## config.mk

```make
export PLATFORM = sky130hd
export DESIGN_NAME = pipelined_cla_adder
export DESIGN_NICKNAME = d
export VERILOG_FILES = /design/src/rtl/pipelined_cla_adder.sv
export SDC_FILE = /design/constraint.sdc
export NUM_CORES = 1
export LEC_CHECK = 0
export ABC_AREA = 1
export CORE_ASPECT_RATIO = 1.4
export CORE_UTILIZATION = 45
export CTS_BUF_LIST = sky130_fd_sc_hd__clkbuf_8
export CTS_CLUSTER_DIAMETER = 200
export DETAILED_ROUTE_END_ITERATION = 12
export GPL_ROUTABILITY_DRIVEN = 0
export PLACE_DENSITY_LB_ADDON = 0.05
export SYNTH_ARGS = -nofsm -noshare
export SYNTH_HDL_FRONTEND = slang
export SYNTH_SLANG_ARGS = --single-unit
```

## constraint.sdc

```tcl
create_clock -name clk -period 8.9 [get_ports clk]
set_input_delay 1.78 -clock clk [delete_from_list [all_inputs] [get_ports clk]]
set_output_delay 1.78 -clock clk [all_outputs]
set_load 0.01 [all_outputs]
```

## src/rtl/pipelined_cla_adder.sv

```systemverilog
// rtl/pipelined_cla_adder.sv - pipelined carry-lookahead adder/subtractor, one lookahead group per stage
module pipelined_cla_adder #(
    parameter int WIDTH = 16,
    parameter int GROUP = 4
) (
    input  logic             clk,
    input  logic             rst,
    input  logic             in_valid,
    output logic             in_ready,
    input  logic [WIDTH-1:0] A,
    input  logic [WIDTH-1:0] B,
    input  logic             sub,
    output logic             out_valid,
    input  logic             out_ready,
    output logic [WIDTH-1:0] S,
    output logic             Cout,
    output logic             V
);

    localparam int STAGES = WIDTH / GROUP;

    logic [STAGES-1:0] valid_q, valid_d;
    logic [STAGES-1:0] carry_q, carry_d;
    logic [WIDTH-1:0]  a_q [STAGES];
    logic [WIDTH-1:0]  a_d [STAGES];
    logic [WIDTH-1:0]  b_q [STAGES];
    logic [WIDTH-1:0]  b_d [STAGES];
    logic [WIDTH-1:0]  s_q [STAGES];
    logic [WIDTH-1:0]  s_d [STAGES];
    logic              v_q, v_d;
    logic              en;
    logic [WIDTH-1:0]  b_eff;
    logic [GROUP+1:0]  r;

    // Returns {carry into group MSB, group carry-out, group sum}; every carry is a flat sum of products.
    function automatic logic [GROUP+1:0] cla_group(
        input logic [GROUP-1:0] a,
        input logic [GROUP-1:0] b,
        input logic             cin
    );
        logic [GROUP-1:0] p;
        logic [GROUP-1:0] g;
        logic [GROUP:0]   c;
        logic             t;
        logic             term;
        p    = a ^ b;
        g    = a & b;
        c[0] = cin;
        for (int i = 0; i < GROUP; i++) begin
            t = cin;
            for (int j = 0; j <= i; j++) begin
                t = t & p[j];
            end
            for (int j = 0; j <= i; j++) begin
                term = g[j];
                for (int m = j + 1; m <= i; m++) begin
                    term = term & p[m];
                end
                t = t | term;
            end
            c[i+1] = t;
        end
        return {c[GROUP-1], c[GROUP], p ^ c[GROUP-1:0]};
    endfunction

    always_comb begin
        en      = !valid_q[STAGES-1] || out_ready;
        b_eff   = B ^ {WIDTH{sub}};
        valid_d = valid_q;
        carry_d = carry_q;
        v_d     = v_q;
        r       = '0;
        for (int k = 0; k < STAGES; k++) begin
            a_d[k] = a_q[k];
            b_d[k] = b_q[k];
            s_d[k] = s_q[k];
        end
        if (en) begin
            valid_d[0] = in_valid;
            // Data registers only load behind a real beat, so bubbles leave the outputs untouched.
            if (in_valid) begin
                r                   = cla_group(A[GROUP-1:0], b_eff[GROUP-1:0], sub);
                a_d[0]              = A;
                b_d[0]              = b_eff;
                s_d[0]              = '0;
                s_d[0][GROUP-1:0]   = r[GROUP-1:0];
                carry_d[0]          = r[GROUP];
                if (STAGES == 1) begin
                    v_d = r[GROUP+1] ^ r[GROUP];
                end
            end
            for (int k = 1; k < STAGES; k++) begin
                valid_d[k] = valid_q[k-1];
                if (valid_q[k-1]) begin
                    r = cla_group(a_q[k-1][k*GROUP +: GROUP], b_q[k-1][k*GROUP +: GROUP],
                                  carry_q[k-1]);
                    a_d[k]                   = a_q[k-1];
                    b_d[k]                   = b_q[k-1];
                    s_d[k]                   = s_q[k-1];
                    s_d[k][k*GROUP +: GROUP] = r[GROUP-1:0];
                    carry_d[k]               = r[GROUP];
                    if (k == STAGES - 1) begin
                        v_d = r[GROUP+1] ^ r[GROUP];
                    end
                end
            end
        end
    end

    always_ff @(posedge clk or posedge rst) begin
        if (rst) begin
            valid_q <= '0;
            carry_q <= '0;
            v_q     <= 1'b0;
            for (int k = 0; k < STAGES; k++) begin
                a_q[k] <= '0;
                b_q[k] <= '0;
                s_q[k] <= '0;
            end
        end else begin
            valid_q <= valid_d;
            carry_q <= carry_d;
            v_q     <= v_d;
            for (int k = 0; k < STAGES; k++) begin
                a_q[k] <= a_d[k];
                b_q[k] <= b_d[k];
                s_q[k] <= s_d[k];
            end
        end
    end

    assign in_ready  = en;
    assign out_valid = valid_q[STAGES-1];
    assign S         = s_q[STAGES-1];
    assign Cout      = carry_q[STAGES-1];
    assign V         = v_q;

endmodule

```

==> results.tsv, run 1 <==
stage	metric	value	unit
floorplan	die height	121	µm
yosys	most frequent cell after synthesis	nand2_1	
floorplan	Rows	43	
yosys	top post-synthesis cells by count	nand2_1, dfrtp_1, inv_1, o21ai_1, buf_4	
detailed_routing	1st-iter DRT viols	118	
worst_setup_path	CP cell instances	clkdlybuf4s50_1, nor2_8, inv_4, clkdlybuf4s50_1	
yosys	synthesized area per cell	9.14	µm²
layout	nets	594	
yosys	syn nets	559	
pwr	Static Leak	2.63	nW
pwr	pwr dens	307	nW/µm²
worst_setup_path	R2R depth	7	
sta	Max-slew headroom	0.358	
detailed_routing	routed wire length per instance	10.9	µm
pwr	worst vdd ir	0.000128	V
detailed_routing	Antenna Nets Post-Route	0	
floorplan	chip width	87.1	µm
sta	final setup fails	0	
worst_setup_path	WP data arrival	3120	ps
worst_setup_path	crit end category	output pin	
global_route	total track usage	0.163	
detailed_routing	Remaining DRCs	0	
detailed_routing	Initial DRT Pass Iterations	4	
worst_setup_path	startpoint class of the critical path	primary input	
global_route	vias in the first global route	3041	
clocking	clk_lat worst skew	360	ps
floorplan	core footprint	9900	µm²
layout	n_diodes	0	
worst_setup_path	crit-path max FO	6	
sta	unrepaired setup endpoints after global routing	no	
place	Port Buf Inserts	56	
yosys	Main synth FF type	dfrtp_1	
sta	max frequency	204	MHz
outcome	status	complete, no violations	
yosys	asr flop ratio synth	1.00	
layout	P&R area growth vs syn	15.8	%
floorplan	Die Area	10500	µm²
worst_setup_path	Worst Setup EP	in_ready	
worst_setup_path	Crit path top cell by count	clkdlybuf4s50_1	
clocking	CTS Root Cell	clkbuf_8	
worst_setup_path	critical path class	primary input to output pin	
min_path	hold crit path type	flip-flop to flip-flop	
sta	Hold Fails Final Rpt	0	
sta	fin crit share	0.551	
yosys	flops & latches, synth	97	
clocking	CTS max path bufs	2	
clocking	TritonCTS Buffers	9	
yosys	dominant cell type by area after synthesis	dfrtp_1	
clocking	clock sinks	97	
worst_setup_path	crit path launch	out_ready	
sta	max-slew violations	0	
clocking	Reg clk slew, reported paths	80	ps
place	Detailed Place HPWL	5300	µm
run	Max-cap violations	0	
yosys	Seq/Total Area, Yosys	0.532	
floorplan	Initial Util	0.461	
yosys	Synth area leaders	dfrtp_1, nand2_1, ha_1	
yosys	Syn Std Cell Area	4560	µm²
place	Inst Count DP	658	
clocking	hold_buf cts	0	
yosys	Netlist cell types	24	
worst_setup_path	FF-to-FF Start	valid_q[3]	
sta	Clock Skew	8.24	ps
detailed_routing	Via density	4.62	
clocking	CTS resizes	0	
worst_setup_path	CP max stage cell	clkdlybuf4s50_1	
global_route	largest net degree at the start of global routing	80	
clocking	CTS tree	done	
sta	Sum Neg Setup Slack	0	ps
sta	min cycle time layout	4900	ps
yosys	Syn. warnings	0	
detailed_routing	via count	3114	
worst_setup_path	Reg2Reg Capture Point	carry_q[0]	
layout	share of cells above drive strength 1	0.0501	
floorplan	I/O pin total	57	
layout	number of fill cells	984	
worst_setup_path	internal reg-to-reg setup slack	7230	ps
yosys	EDFF count, synth	0	
global_route	wire length of the first global-routing pass	13500	µm
layout	final std cells w/o fill	674	
sta	worst slew pin tran	964	ps
yosys	top-area cell type share of the netlist area	0.532	
yosys	Synth Instances	499	
worst_setup_path	worst stage delay on the critical path	490	ps
global_route	initial antenna violation count	0	
clocking	setup bufs post-CTS	0	
clocking	H-tree depth	3	
global_route	gr ovfl total	0	
layout	Layout Utilization	0.533	
detailed_routing	Total Wirelength	7350	µm
worst_setup_path	worst path required time	7120	ps
[layout by cell type, fill, tap and decap left out, drive strengths merged]
cell           netlist  final
a21oi                1      1
a22oi                2      2
buf                 33      1
bufinv               0      2
clkbuf               0     10
clkdlybuf4s50        0     56
clkinv               0      4
dfrtp               97     97
fa                   3      3
ha                  20     20
inv                 45     45
nand2              193    193
nand3                9      9
nand3b               4      4
nand4                3      3
nor2                13     13
o21ai               55     55
o22ai                1      1
xnor2               13     13
xor2                 7      7
[worst max-delay path: cells and delay by family]
kind	cells	cell delay (ps)
simple gates	1	270
buf+inv	3	1060
[worst min path at each step]
stage / start / endpoint / slack, ps / cells after the start
global placement: a_q[56] / a_q[56] / 450 / 2
detailed placement: S[5] / S[5] / 460 / 2
floorplan: a_q[44] / a_q[44] / 440 / 2
global route: a_q[47] / a_q[47] / 490 / 2
finish: S[0] / S[0] / 470 / 2
CTS: b_q[47] / b_q[31] / 480 / 2
[where the power goes]
| part | internal (W) | switching, W |
|---|---|---|
| sequential | 0.000617 | 0.0000871 |
| clock | 0.000164 | 0.000145 |
| combinational | 0.000260 | 0.000345 |
| total | 0.00104 | 0.000577 |
[per-stage QoR]
step           total power [W]  hold slack [ps]  area [µm²]  setup WS, ps
5_1_grt                0.00178              492        5280          3940
3_3_place_gp           0.00131              454        5060          3990
4_1_cts                0.00165              480        5280          3980
2_1_floorplan          0.00119              442        4560          4590
6_report               0.00162              472        5280          4000
3_5_place_dp           0.00133              458        5060          4000
[state kept, by name, indices dropped and copies added (netlist names)]
| signal | cells |
|---|---|
| s_q | 24 |
| S | 16 |
| b_q | 24 |
| V | 1 |
| valid_q | 4 |
| a_q | 24 |
| carry_q | 4 |
[routing by layer]
metal	part of all wire	routed length, µm	GRT usage	vias up
met5	0	0	0	-
met4	0.013	99	0.0563	0
met3	0.038	283	0.0415	7
met2	0.47	3450	0.267	60
met1	0.48	3520	0.210	1439
li1	-	-	-	1608
[logic make-up (layout without fill, tap and decap cells)]
group	count (synthesis)	after routing	synth area share
AND/OR/NAND/NOR	222	222	0.204
buffers and inverters	78	118	0.0911
AO/OA/AOI/OAI	59	59	0.0661
adder cells (fa/ha/maj)	23	23	0.0680
XOR/XNOR	20	20	0.0384
flip-flops	97	97	0.532
[final cells by class]
| type | count | area [µm²] | area share |
|---|---|---|---|
| Multi-Input combinational cell | 324 | 1720 | 0.325 |
| Clock buffer | 10 | 138 | 0.0261 |
| Clock inverter | 6 | 82.6 | 0.0156 |
| Sequential cell | 97 | 2430 | 0.460 |
| Inverter | 45 | 178 | 0.0336 |
| Tap cell | 135 | 169 | 0.0320 |
| Timing Repair Buffer | 57 | 568 | 0.108 |
Power figures use the tool's default switching activity.
==> inputs of run 2 (changes only) <==
==> constraint.sdc (replaced) <==
create_clock -name clk -period 4 [get_ports clk]
set_input_delay 0.8 -clock clk [delete_from_list [all_inputs] [get_ports clk]]
set_output_delay 0.8 -clock clk [all_outputs]
set_load 0.01 [all_outputs]
==> results.tsv, run 2 (synthesized netlist as in run 1, its figures left out) <==
stage	metric	value	unit
outcome	status	complete, no violations	
pwr	P_int	0.00225	W
worst_setup_path	WP depth	4	
pwr	Static Leak	2.63	nW
worst_setup_path	FF-to-FF Start	valid_q[3]	
pwr	worst vdd ir	0.000211	V
clocking	CTS Root Cell	clkbuf_8	
worst_setup_path	crit end category	output pin	
worst_setup_path	worst path required time	3200	ps
worst_setup_path	CP cell instances	clkdlybuf4s50_1, nor2_8, inv_4, clkdlybuf4s50_1	
clocking	setup bufs post-CTS	0	
global_route	initial antenna violation count	0	
clocking	clock sinks	97	
detailed_routing	1st-iter DRT viols	125	
sta	Sum Neg Setup Slack	0	ps
floorplan	die height	121	µm
pwr	Clock Power Share	0.176	
sta	max frequency	337	MHz
sta	Clock Skew	8.12	ps
sta	Max-slew headroom	0.476	
worst_setup_path	crit path launch	out_ready	
sta	unrepaired setup endpoints after global routing	no	
pwr	Comb power frac	0.381	
worst_setup_path	R2R depth	7	
clocking	hold_buf cts	0	
pwr	switching share of total power	0.365	
layout	most frequent cells in the layout	nand2_1, dfrtp_1, clkdlybuf4s50_1	
clocking	CTS resizes	0	
layout	final std cells w/o fill	677	
detailed_routing	Total Wirelength	7590	µm
sta	max-slew violations	0	
worst_setup_path	crit-path max FO	6	
clocking	clk_lat worst skew	360	ps
global_route	total track usage	0.169	
detailed_routing	Antenna Nets Post-Route	0	
layout	share of cells above drive strength 1	0.0572	
place	Area after DPL	5080	µm²
place	Port Buf Inserts	56	
layout	nets	597	
sta	min cycle time layout	2960	ps
sta	Hold Fails Final Rpt	0	
clocking	CTS tree	done	
global_route	largest net degree at the start of global routing	48	
pwr	Reg power frac	0.443	
clocking	TritonCTS Buffers	9	
worst_setup_path	Crit path top cell by count	clkdlybuf4s50_1	
global_route	gr ovfl total	0	
detailed_routing	Remaining DRCs	0	
worst_setup_path	CP max stage cell	clkdlybuf4s50_1	
floorplan	chip width	87.1	µm
floorplan	I/O pin total	57	
worst_setup_path	Buf/Inv on CP	3	
clocking	H-tree depth	3	
layout	most common cell after layout, fill and taps aside	nand2_1	
floorplan	Die Area	10500	µm²
detailed_routing	routed wire length per instance	11.2	µm
layout	P&R area growth vs syn	15.7	%
pwr	Switch Pwr	0.00129	W
global_route	wire length of the first global-routing pass	13600	µm
worst_setup_path	internal reg-to-reg setup slack	2330	ps
worst_setup_path	top cell family by delay on the critical path	buffers and inverters	
worst_setup_path	Worst Setup EP	in_ready	
place	Inst Count DP	661	
layout	design area	5280	µm²
min_path	hold crit path type	flip-flop to flip-flop	
worst_setup_path	Reg2Reg Capture Point	s_q[51]	
place	Detailed Place HPWL	5570	µm
floorplan	Rows	43	
worst_setup_path	WP data arrival	2160	ps
run	Max-cap violations	0	
sta	final setup fails	0	
layout	Layout Utilization	0.533	
floorplan	Initial Util	0.461	
global_route	vias in the first global route	3022	
worst_setup_path	critical path class	primary input to output pin	
detailed_routing	Via density	4.57	
pwr	pwr dens	672	nW/µm²
clocking	Reg clk slew, reported paths	80	ps
floorplan	core footprint	9900	µm²
worst_setup_path	startpoint class of the critical path	primary input	
sta	fin crit share	0.741	
sta	worst slew pin tran	785	ps
detailed_routing	Initial DRT Pass Iterations	4	
layout	number of fill cells	992	
worst_setup_path	worst stage delay on the critical path	500	ps
pwr	Total Power	0.00355	W
clocking	CTS max path bufs	2	
detailed_routing	via count	3092	
layout	top flop regs	a_q (24), b_q (24), s_q (24)	
layout	n_diodes	0	
==> run 2: how the worst min path moves through the flow <==
stage | from | slack, ps | end | depth (start not counted)
5_1_grt | S[8] | 490 | S[8] | 2
3_5_place_dp | S[5] | 460 | S[5] | 2
3_3_place_gp | S[2] | 450 | S[2] | 2
6_report | S[2] | 470 | S[2] | 2
4_1_cts | s_q[24] | 480 | S[8] | 2
2_1_floorplan | a_q[44] | 440 | a_q[44] | 2
==> run 2: final cells by class <==
type / instances / area [µm²] / share of cell area
Clock buffer: 10 / 138 / 0.0261
Inverter: 45 / 178 / 0.0337
Multi-Input combinational cell: 324 / 1720 / 0.326
Clock inverter: 6 / 57.6 / 0.0109
Tap cell: 135 / 169 / 0.0320
Timing Repair Buffer: 60 / 591 / 0.112
Sequential cell: 97 / 2430 / 0.460
==> run 2: stage by stage <==
stage / hold slack (ps) / worst slack, ps
6_report: 472 / 1040
5_1_grt: 494 / 998
4_1_cts: 480 / 1030
3_5_place_dp: 458 / 1050
3_3_place_gp: 453 / 1050
2_1_floorplan: 442 / 666
==> run 2: power by group through the flow <==
| stage | clock [W] | combinational (W) | sequential [W] |
|---|---|---|---|
| after floorplan | 0 | 0.00111 | 0.00155 |
| after global placement | 0 | 0.00135 | 0.00158 |
| after detailed placement | 0 | 0.00138 | 0.00159 |
| after CTS | 0.000651 | 0.00139 | 0.00158 |
| after global routing | 0.000694 | 0.00158 | 0.00162 |
| final | 0.000625 | 0.00135 | 0.00157 |
==> run 2: layer usage <==
| metal | GRT usage | vias to the layer above | wire length (µm) |
|---|---|---|---|
| met1 | 0.211 | 1409 | 3560 |
| li1 | - | 1616 | - |
| met4 | 0.0781 | 0 | 152 |
| met2 | 0.275 | 56 | 3600 |
| met5 | 0 | - | 0 |
| met3 | 0.0395 | 11 | 275 |
==> run 2: tightest hold or removal path: cells and delay by family (launching register included) <==
| kind | cells | cell delay, ps |
|---|---|---|
| DFF | 1 | 350 |
| and+or+nand+nor | 2 | 90 |
